## config.mk

```make
export PLATFORM = sky130hd
export DESIGN_NAME = tri_pixel_scanner
export DESIGN_NICKNAME = d
export VERILOG_FILES = /design/src/rtl/raster_pkg.sv /design/src/rtl/bbox_clip.sv /design/src/rtl/tri_pixel_scanner.sv
export SDC_FILE = /design/constraint.sdc
export NUM_CORES = 2
export LEC_CHECK = 0
export CAP_MARGIN = 10
export CORE_MARGIN = 3
export CORE_UTILIZATION = 55
export CTS_CLUSTER_SIZE = 8
export DETAILED_ROUTE_END_ITERATION = 7
export PLACE_DENSITY_LB_ADDON = 0.05
export SYNTH_ARGS = -nofsm -noshare
export SYNTH_HDL_FRONTEND = slang
export SYNTH_SLANG_ARGS = --single-unit
export TNS_END_PERCENT = 30
```

## constraint.sdc

```tcl
create_clock -name clk -period 29.3 [get_ports clk]
set_clock_uncertainty 0.2 [all_clocks]
set_input_delay 4.395 -clock clk [delete_from_list [all_inputs] [get_ports clk]]
set_output_delay 4.395 -clock clk [all_outputs]
set_load 0.005 [all_outputs]
```

## src/rtl/raster_pkg.sv

```systemverilog
// ---------------------------------------------------------------------------
// raster_pkg: shared fixed-point types, screen limits and scanner state encoding.
// Rev 1.0
// ---------------------------------------------------------------------------
`default_nettype none

package raster_pkg;

  localparam int INTEGER   = 10;
  localparam int DECIMAL   = 7;
  localparam int PRECISION = 1 + INTEGER + DECIMAL;
  localparam int H_RES     = 640;
  localparam int V_RES     = 480;
  localparam int PIX_W     = 10;

  typedef logic signed [PRECISION-1:0] fx_t;
  typedef logic [PIX_W-1:0]            pix_t;

  typedef enum logic [2:0] {
    ST_IDLE  = 3'd0,
    ST_SETUP = 3'd1,
    ST_AREA  = 3'd2,
    ST_CLIP  = 3'd3,
    ST_SCAN  = 3'd4
  } scan_state_e;

  // Pixel centre (p + 0.5) in fixed point.
  function automatic fx_t sample_point(input pix_t p);
    return fx_t'({p, 1'b1, {(DECIMAL-1){1'b0}}});
  endfunction

endpackage

`default_nettype wire

```

## src/rtl/bbox_clip.sv

```systemverilog
// ---------------------------------------------------------------------------
// bbox_clip: floor/min/max of three vertices, clamped to the screen, with empty flag.
// Rev 1.0
// ---------------------------------------------------------------------------
`default_nettype none

module bbox_clip
  import raster_pkg::*;
(
  input  logic [3*PRECISION-1:0] vx_i,
  input  logic [3*PRECISION-1:0] vy_i,
  output pix_t                   xmin_o,
  output pix_t                   xmax_o,
  output pix_t                   ymin_o,
  output pix_t                   ymax_o,
  output logic                   empty_o
);

  localparam int CW = INTEGER + 1;
  typedef logic signed [CW-1:0] crd_t;

  crd_t w_fx [3];
  crd_t w_fy [3];
  crd_t w_xlo, w_xhi, w_ylo, w_yhi;
  crd_t w_xmin, w_xmax, w_ymin, w_ymax;

  function automatic crd_t min3(input crd_t a, input crd_t b, input crd_t c);
    crd_t m;
    m = (a < b) ? a : b;
    return (c < m) ? c : m;
  endfunction

  function automatic crd_t max3(input crd_t a, input crd_t b, input crd_t c);
    crd_t m;
    m = (a > b) ? a : b;
    return (c > m) ? c : m;
  endfunction

  for (genvar i = 0; i < 3; i++) begin : g_floor
    assign w_fx[i] = crd_t'(fx_t'(vx_i[i*PRECISION +: PRECISION]) >>> DECIMAL);
    assign w_fy[i] = crd_t'(fx_t'(vy_i[i*PRECISION +: PRECISION]) >>> DECIMAL);
  end

  assign w_xlo = min3(w_fx[0], w_fx[1], w_fx[2]);
  assign w_xhi = max3(w_fx[0], w_fx[1], w_fx[2]);
  assign w_ylo = min3(w_fy[0], w_fy[1], w_fy[2]);
  assign w_yhi = max3(w_fy[0], w_fy[1], w_fy[2]);

  assign w_xmin = (w_xlo < crd_t'(0))       ? crd_t'(0)       : w_xlo;
  assign w_xmax = (w_xhi > crd_t'(H_RES-1)) ? crd_t'(H_RES-1) : w_xhi;
  assign w_ymin = (w_ylo < crd_t'(0))       ? crd_t'(0)       : w_ylo;
  assign w_ymax = (w_yhi > crd_t'(V_RES-1)) ? crd_t'(V_RES-1) : w_yhi;

  // Clamped bounds are only meaningful when not empty, so truncation is safe.
  assign empty_o = (w_xmax < w_xmin) || (w_ymax < w_ymin);
  assign xmin_o  = pix_t'(w_xmin);
  assign xmax_o  = pix_t'(w_xmax);
  assign ymin_o  = pix_t'(w_ymin);
  assign ymax_o  = pix_t'(w_ymax);

endmodule

`default_nettype wire

```

## src/rtl/tri_pixel_scanner.sv

```systemverilog
// ---------------------------------------------------------------------------
// tri_pixel_scanner: accepts a triangle, clips its bounding box and streams per-pixel
// edge operands in raster order. Optional AREA culling stage: TRI_BACKFACE_CULL_EN.
// Rev 1.0
// ---------------------------------------------------------------------------
`default_nettype none

module tri_pixel_scanner
  import raster_pkg::*;
(
  input  logic                   clk,
  input  logic                   rst,
  input  logic                   tri_vld_i,
  output logic                   tri_rdy_o,
  input  logic [3*PRECISION-1:0] tri_x_i,
  input  logic [3*PRECISION-1:0] tri_y_i,
  input  logic                   out_stall_i,
  output logic                   out_vld_o,
  output logic [3*PRECISION-1:0] out_ax_o,
  output logic [3*PRECISION-1:0] out_ay_o,
  output logic [3*PRECISION-1:0] out_bx_o,
  output logic [3*PRECISION-1:0] out_by_o,
  output logic [PIX_W-1:0]       out_px_o,
  output logic [PIX_W-1:0]       out_py_o,
  output logic                   out_last_o
);

  localparam int VW = 3 * PRECISION;

  scan_state_e state_q, state_d;

  fx_t  vx_q [3];
  fx_t  vy_q [3];
  fx_t  ax_q [3];
  fx_t  ay_q [3];
  pix_t xmin_q, xmax_q, ymin_q, ymax_q;
  pix_t px_q, py_q;
  logic done_q;
  logic armed_q;

  logic [VW-1:0]    out_ax_q, out_ay_q, out_bx_q, out_by_q;
  logic [PIX_W-1:0] out_px_q, out_py_q;
  logic             out_vld_q, out_last_q;

  pix_t w_xmin, w_xmax, w_ymin, w_ymax;
  logic w_box_empty, w_cull, w_empty;
  logic w_accept, w_is_last, w_emit;
  fx_t  w_sx, w_sy;

  bbox_clip u_bbox (
    .vx_i    ({vx_q[2], vx_q[1], vx_q[0]}),
    .vy_i    ({vy_q[2], vy_q[1], vy_q[0]}),
    .xmin_o  (w_xmin),
    .xmax_o  (w_xmax),
    .ymin_o  (w_ymin),
    .ymax_o  (w_ymax),
    .empty_o (w_box_empty)
  );

`ifdef TRI_BACKFACE_CULL_EN
  typedef logic signed [2*PRECISION-1:0] prod_t;
  typedef logic signed [2*PRECISION:0]   area_t;

  function automatic prod_t widen(input fx_t v);
    return {{PRECISION{v[PRECISION-1]}}, v};
  endfunction

  fx_t   w_a2p_x, w_a2p_y;
  prod_t w_p0, w_p1;
  area_t area_q;

  // Signed area a0 x (v2 - v0); non-positive means clockwise or degenerate.
  assign w_a2p_x = vx_q[2] - vx_q[0];
  assign w_a2p_y = vy_q[2] - vy_q[0];
  assign w_p0    = widen(ax_q[0]) * widen(w_a2p_y);
  assign w_p1    = widen(ay_q[0]) * widen(w_a2p_x);

  always_ff @(posedge clk or posedge rst) begin
    if (rst) begin
      area_q <= '0;
    end else if (state_q == ST_AREA) begin
      area_q <= {w_p0[2*PRECISION-1], w_p0} - {w_p1[2*PRECISION-1], w_p1};
    end
  end

  assign w_cull = area_q[2*PRECISION] || (area_q == '0);
`else
  assign w_cull = 1'b0;
`endif

  assign w_empty   = w_box_empty || w_cull;
  assign w_accept  = tri_vld_i && tri_rdy_o;
  assign w_is_last = (px_q == xmax_q) && (py_q == ymax_q);
  assign w_emit    = (state_q == ST_SCAN) && !done_q && !out_stall_i;
  assign w_sx      = sample_point(px_q);
  assign w_sy      = sample_point(py_q);

  always_ff @(posedge clk or posedge rst) begin
    if (rst) begin
      state_q <= ST_IDLE;
    end else begin
      state_q <= state_d;
    end
  end

  always_comb begin
    state_d = state_q;
    case (state_q)
      ST_IDLE:  if (w_accept) state_d = ST_SETUP;
`ifdef TRI_BACKFACE_CULL_EN
      ST_SETUP: state_d = ST_AREA;
`else
      ST_SETUP: state_d = ST_CLIP;
`endif
      ST_AREA:  state_d = ST_CLIP;
      ST_CLIP:  state_d = w_empty ? ST_IDLE : ST_SCAN;
      ST_SCAN:  if (done_q) state_d = ST_IDLE;
      default:  state_d = ST_IDLE;
    endcase
  end

  always_comb begin
    tri_rdy_o = armed_q && (state_q == ST_IDLE);
  end

  always_ff @(posedge clk or posedge rst) begin
    if (rst) begin
      for (int i = 0; i < 3; i++) begin
        vx_q[i] <= '0;
        vy_q[i] <= '0;
        ax_q[i] <= '0;
        ay_q[i] <= '0;
      end
      xmin_q     <= '0;
      xmax_q     <= '0;
      ymin_q     <= '0;
      ymax_q     <= '0;
      px_q       <= '0;
      py_q       <= '0;
      done_q     <= 1'b0;
      armed_q    <= 1'b0;
      out_ax_q   <= '0;
      out_ay_q   <= '0;
      out_bx_q   <= '0;
      out_by_q   <= '0;
      out_px_q   <= '0;
      out_py_q   <= '0;
      out_vld_q  <= 1'b0;
      out_last_q <= 1'b0;
    end else begin
      armed_q    <= 1'b1;
      out_vld_q  <= 1'b0;
      out_last_q <= 1'b0;
      case (state_q)
        ST_IDLE: begin
          if (w_accept) begin
            for (int i = 0; i < 3; i++) begin
              vx_q[i] <= fx_t'(tri_x_i[i*PRECISION +: PRECISION]);
              vy_q[i] <= fx_t'(tri_y_i[i*PRECISION +: PRECISION]);
            end
          end
        end
        ST_SETUP: begin
          for (int i = 0; i < 3; i++) begin
            ax_q[i] <= vx_q[(i+1)%3] - vx_q[i];
            ay_q[i] <= vy_q[(i+1)%3] - vy_q[i];
          end
        end
        ST_CLIP: begin
          xmin_q <= w_xmin;
          xmax_q <= w_xmax;
          ymin_q <= w_ymin;
          ymax_q <= w_ymax;
          px_q   <= w_xmin;
          py_q   <= w_ymin;
          done_q <= 1'b0;
        end
        ST_SCAN: begin
          if (w_emit) begin
            out_vld_q  <= 1'b1;
            out_last_q <= w_is_last;
            out_px_q   <= px_q;
            out_py_q   <= py_q;
            for (int i = 0; i < 3; i++) begin
              out_ax_q[i*PRECISION +: PRECISION] <= ax_q[i];
              out_ay_q[i*PRECISION +: PRECISION] <= ay_q[i];
              out_bx_q[i*PRECISION +: PRECISION] <= w_sx - vx_q[i];
              out_by_q[i*PRECISION +: PRECISION] <= w_sy - vy_q[i];
            end
            // Counters park on the last pixel; done_q lets the FSM leave next edge.
            if (w_is_last) begin
              done_q <= 1'b1;
            end else if (px_q == xmax_q) begin
              px_q <= xmin_q;
              py_q <= py_q + pix_t'(1);
            end else begin
              px_q <= px_q + pix_t'(1);
            end
          end
        end
        default: ;
      endcase
    end
  end

  assign out_vld_o  = out_vld_q;
  assign out_last_o = out_last_q;
  assign out_ax_o   = out_ax_q;
  assign out_ay_o   = out_ay_q;
  assign out_bx_o   = out_bx_q;
  assign out_by_o   = out_by_q;
  assign out_px_o   = out_px_q;
  assign out_py_o   = out_py_q;

endmodule

`default_nettype wire

```

# After elaboration in Yosys (flattened, before gate mapping)
# Cells that the tools add are included.
dict set report totals {
  register_bits 509
  in_bits 112
  output_inout_bits 239
  word_cells 116
}
dict set report op_classes {
  addsub 14
  n_lt_le_gt_ge 14
  eq_ne 12
  n_mux 31
  reduce_logical 17
}
# op count
set op_table {}
lappend op_table {{$sub 18x18->18} 12}
lappend op_table {{$mux 11} 12}
lappend op_table {{$lt 11x11->1} 6}
lappend op_table {{$mux 10} 6}
lappend op_table {{$gt 11x11->1} 4}
lappend op_table {{$pmux 10 s2} 2}
lappend op_table {{$lt 11x1->1 const B} 2}
lappend op_table {{$add 10x1->10 const B} 2}
lappend op_table {{$eq 10x10->1} 2}
lappend op_table {{$ne 2x2->1 const B} 6}
lappend op_table {{$pmux 3 s4} 1}
lappend op_table {{$gt 11x10->1 const B} 1}
lappend op_table {{$gt 11x11->1 const B} 1}
lappend op_table {{$mux 3} 3}
lappend op_table {{$eq 3x2->1 const B} 2}
lappend op_table {{$mux 1} 6}
lappend op_table {{$reduce_and 2->1} 3}
lappend op_table {{$reduce_and 3->1} 2}
lappend op_table {{$logic_and 1x1->1} 5}
lappend op_table {{$reduce_and 4->1} 1}
lappend op_table {{$eq 3x1->1 const B} 1}
lappend op_table {{$eq 3x3->1 const B} 1}
lappend op_table {{$logic_not 3->1} 1}
lappend op_table {{$logic_not 1->1} 2}
lappend op_table {{4 further kinds} 4}

# Longest topological paths before layout
dict set report depth {
  word_depth 10
  ltp_mapped 28
  depth_no_buf 24
}

# Hierarchy
# Synthesis repeated with hierarchy kept, for this count alone.
dict set report unflattened {
  hier_cells 3391
  area_unflattened_um2 30670.7
}
# mod n_inst cells_per_inst area_per_inst_um2 seq_area_each_um2
set modules_own_cells {}
lappend modules_own_cells {tri_pixel_scanner 1 2857 27088.5 12737.2}
lappend modules_own_cells {bbox_clip 1 534 3582.2 0.0}

# Worst setup path after synthesis
# Ideal clock, no wire load.
dict set report synth_path {
  kind {input-to-reg}
  start {input out_stall_i}
  end {register py_q[9]}
  setup_ps 83
  arrival_ps 5780
  t_required_ps 29017
  slack_ps 23238
  cell_stages 7
  n_path_buf 2
  cell_sequence {or3_1 -> clkbuf_1 -> nor2_1 -> a31oi_1 -> clkbuf_1 -> o21ai_0 -> o21ai_0}
}
dict set report synth_between {
  elab_chain_cells 4
}
# element line
set synth_rtl {}
lappend synth_rtl {{start, declared} tri_pixel_scanner.sv:17} ;# input logic out_stall_i,
lappend synth_rtl {{$logic_not 1->1} tri_pixel_scanner.sv:94} ;# assign w_emit = (state_q == ST_SCAN) && !done_q && !out_stall_i;
lappend synth_rtl {{$logic_and 1x1->1} tri_pixel_scanner.sv:94}
lappend synth_rtl {{$ne 2x2->1 (no line)} -}
lappend synth_rtl {{$reduce_and 4->1 (no line)} -}
lappend synth_rtl {{end signal, assigned} tri_pixel_scanner.sv:175} ;# py_q <= w_ymin;
lappend synth_rtl {{end signal, assigned} tri_pixel_scanner.sv:195} ;# py_q <= py_q + pix_t'(1);
lappend synth_rtl {{end, declared} tri_pixel_scanner.sv:37} ;# pix_t px_q, py_q;
# No other way between the ends.
# A chain may end at the register's enable or synchronous reset.

# Worst setup path after layout
dict set report layout_path {
  start {input out_stall_i}
  end {register px_q[0]}
}
dict set report layout_between {
  elab_chain_cells 4
}
# element line
set layout_rtl {}
lappend layout_rtl {{$logic_not 1->1} tri_pixel_scanner.sv:94}
lappend layout_rtl {{$logic_and 1x1->1} tri_pixel_scanner.sv:94}
lappend layout_rtl {{$ne 2x2->1 (no line)} -}
lappend layout_rtl {{$reduce_and 3->1 (no line)} -}
lappend layout_rtl {{end signal, assigned} tri_pixel_scanner.sv:174} ;# px_q <= w_xmin;
lappend layout_rtl {{end signal, assigned} tri_pixel_scanner.sv:194} ;# px_q <= xmin_q;
lappend layout_rtl {{end signal, assigned} tri_pixel_scanner.sv:197} ;# px_q <= px_q + pix_t'(1);
lappend layout_rtl {{end, declared} tri_pixel_scanner.sv:37}
# No other way between the ends.

==> qor.csv <==
metric,value,unit
nets,4090,
dieWidth,243,um
synth.area.top_cells,"dfrtp_1 (41%), ha_1 (10%), nand2_1 (9.4%)",
areaGrowthSynthToFinish,20.0,%
dpl.hpwl,75000,um
wire_per_inst,22.5,um
via_per_inst,5.98,
rsz0062_at_grt,no,
violations,design-rule violations,
cts_resized,0,
place.gp.congestion,1.00,
syn_inst,3403,
max_freq,140,MHz
cts_max_level,3,
final_cell_mix,"nand2_1 (774), dfrtp_1 (509), clkdlybuf4s50_1 (350)",
crit_fanout,93,
drv_cap,0,
tightestPinTransition,1160,ps
drive_above_1_share,8.68,%
path_class,in -> reg,
status,"complete, but fails checks",
postRouteAntennaNets,0,
antenna_found_initial,0,
grt_use_total,33.8,%
post_cts_buffers,0,
setup_viol,0,
crit_arrival,7420,ps
final.period_utilization,24.3,%
finalCriticalPeriod,7130,ps
tritoncts,built,
cp-start-kind,input port,
drt-total-wl,101000,um
die-area,59000,um^2
cts_buffer_depth,3,
synth_area_per_cell,9.06,um^2
crit_required,29590,ps
yosys_most_used_dff,dfrtp_1,
ys_seq_elements,509,
slew-limit-headroom,22.9,%
grt_pass1_vias,26300,
min_path_type,reg -> reg,
postSynth.asyncResetShare,100,%
synth-edff-count,0,
cts_inserted_buffers,74,
first_pass_iters,8,
num_rows,86,
final_common_cell,nand2_1,
vias,26800,
drt-initial-drc-count,2222,
ys_types,94,
initial_core_util,55.8,%
yosys_warnings,0,
die_h,243,um
fin_tns_setup,0,ps
clock-root-buffer,clkbuf_16,
cts.sinks,509,
synth_area,30800,um^2
synth_top_area_share,41.3,%
finalMaxSlewViolations,0,
clk_latency,620,ps
postLayoutCoreUtil,66.9,%
cts_hold_buf,0,
synth.yosys.seq_area_share,41.3,%
hold_viol,0,
drc,1,
cts.clk_slew.worst_paths,50,ps
crit_path_end_kind,register,
overflow,0,
grt_pass1_wl,156000,um
synth_top_area_cell,dfrtp_1,
antenna_cells,0,
grt_max_degree,165,
syn-num-nets,3771,
core,55300,um^2
io_pins,351,
portBuffers,350,
## layer usage
metal / wire, um / up-vias / GRT usage [%] / part of all wire (%)
met5: 0 / - / 0 / 0
met4: 2250 / 0 / 7.98 / 2.2
met3: 7950 / 153 / 6.40 / 7.9
met2: 44800 / 1061 / 52.0 / 44
met1: 45900 / 13100 / 49.5 / 45
li1: - / 12400 / - / -
## registers in the layout (all words and copies together) (netlist names), 10 cells and up
name and flops:
ax_q 54, ay_q 54, out_ax_o 54, out_ay_o 54, out_bx_o 54, out_by_o 54, vx_q 54, vy_q 54
out_px_o 10, out_py_o 10, px_q 10, py_q 10, xmax_q 10, xmin_q 10, ymax_q 10
## worst paths after layout
kind	depth (start not counted)	from	slack, ps	to
worst max register to register	24	vy_q[51]	22220	state_q[2]
worst max-delay path	6	out_stall_i	22170	px_q[0]
max in group asynchronous	4	rst	22340	vy_q[47]
worst min register to register	2	ax_q[3]	260	out_ax_o[39]
worst min-delay path	2	ax_q[3]	260	out_ax_o[39]
min in group asynchronous	2	rst	4110	out_ax_o[5]
## kinds of logic after synthesis
family	Yosys count	share of synthesized area (%)
other	1	0.0122
XOR/XNOR	154	4.37
AO/OA/AOI/OAI	718	15.5
buffers and inverters	303	3.85
multiplexers	163	5.79
AND/OR/NAND/NOR	1299	18.6
adder cells (fa/ha/maj)	256	10.5
flip-flops	509	41.3
## synthesized netlist by cell type, drive strengths merged (17+ instances only)
| cell type | instances |
|---|---|
| a21oi | 162 |
| nand2 | 775 |
| xnor2 | 72 |
| buf | 20 |
| inv | 166 |
| nand3 | 86 |
| o31ai | 51 |
| or2 | 23 |
| o21a | 33 |
| nor3 | 46 |
| a21o | 43 |
| nor2b | 32 |
| a211oi | 30 |
| o21ai | 228 |
| dfrtp | 509 |
| clkbuf | 117 |
| a31oi | 30 |
| mux2 | 123 |
| and3 | 32 |
| xor2 | 82 |
| ha | 250 |
| nand2b | 25 |
| or3 | 22 |
| or4 | 17 |
| nor2 | 168 |
| mux2i | 40 |
## through the flow
stage	worst slack [ps]	cells	hold slack, ps	area [um^2]
4_1_cts	22250	4481	262	37000
3_5_place_dp	21600	4394	249	35000
3_3_place_gp	21640	4394	248	35000
2_1_floorplan	10490	3403	233	30800
5_1_grt	21800	4481	282	37000
6_report	22170	4481	258	37000
## worst max-delay path, cell delays in order
cell,delay (ps)
clkdlybuf4s50_1,490
or3_4,620
inv_6,460
o32ai_2,750
a21boi_0,250
a222oi_1,340
## cell type report
class / count / area (um^2)
multi-input cells: 2591 / 16900
repair buffers: 380 / 3740
clock inverters: 8 / 124
well taps: 748 / 936
fillers: 4469 / 18300
flip-flops and latches: 509 / 12700
clock buffers: 79 / 1900
inverters: 166 / 636
Power is not shown: default switching activity piles up to over one toggle a cycle in this logic, so the estimate is an artifact.
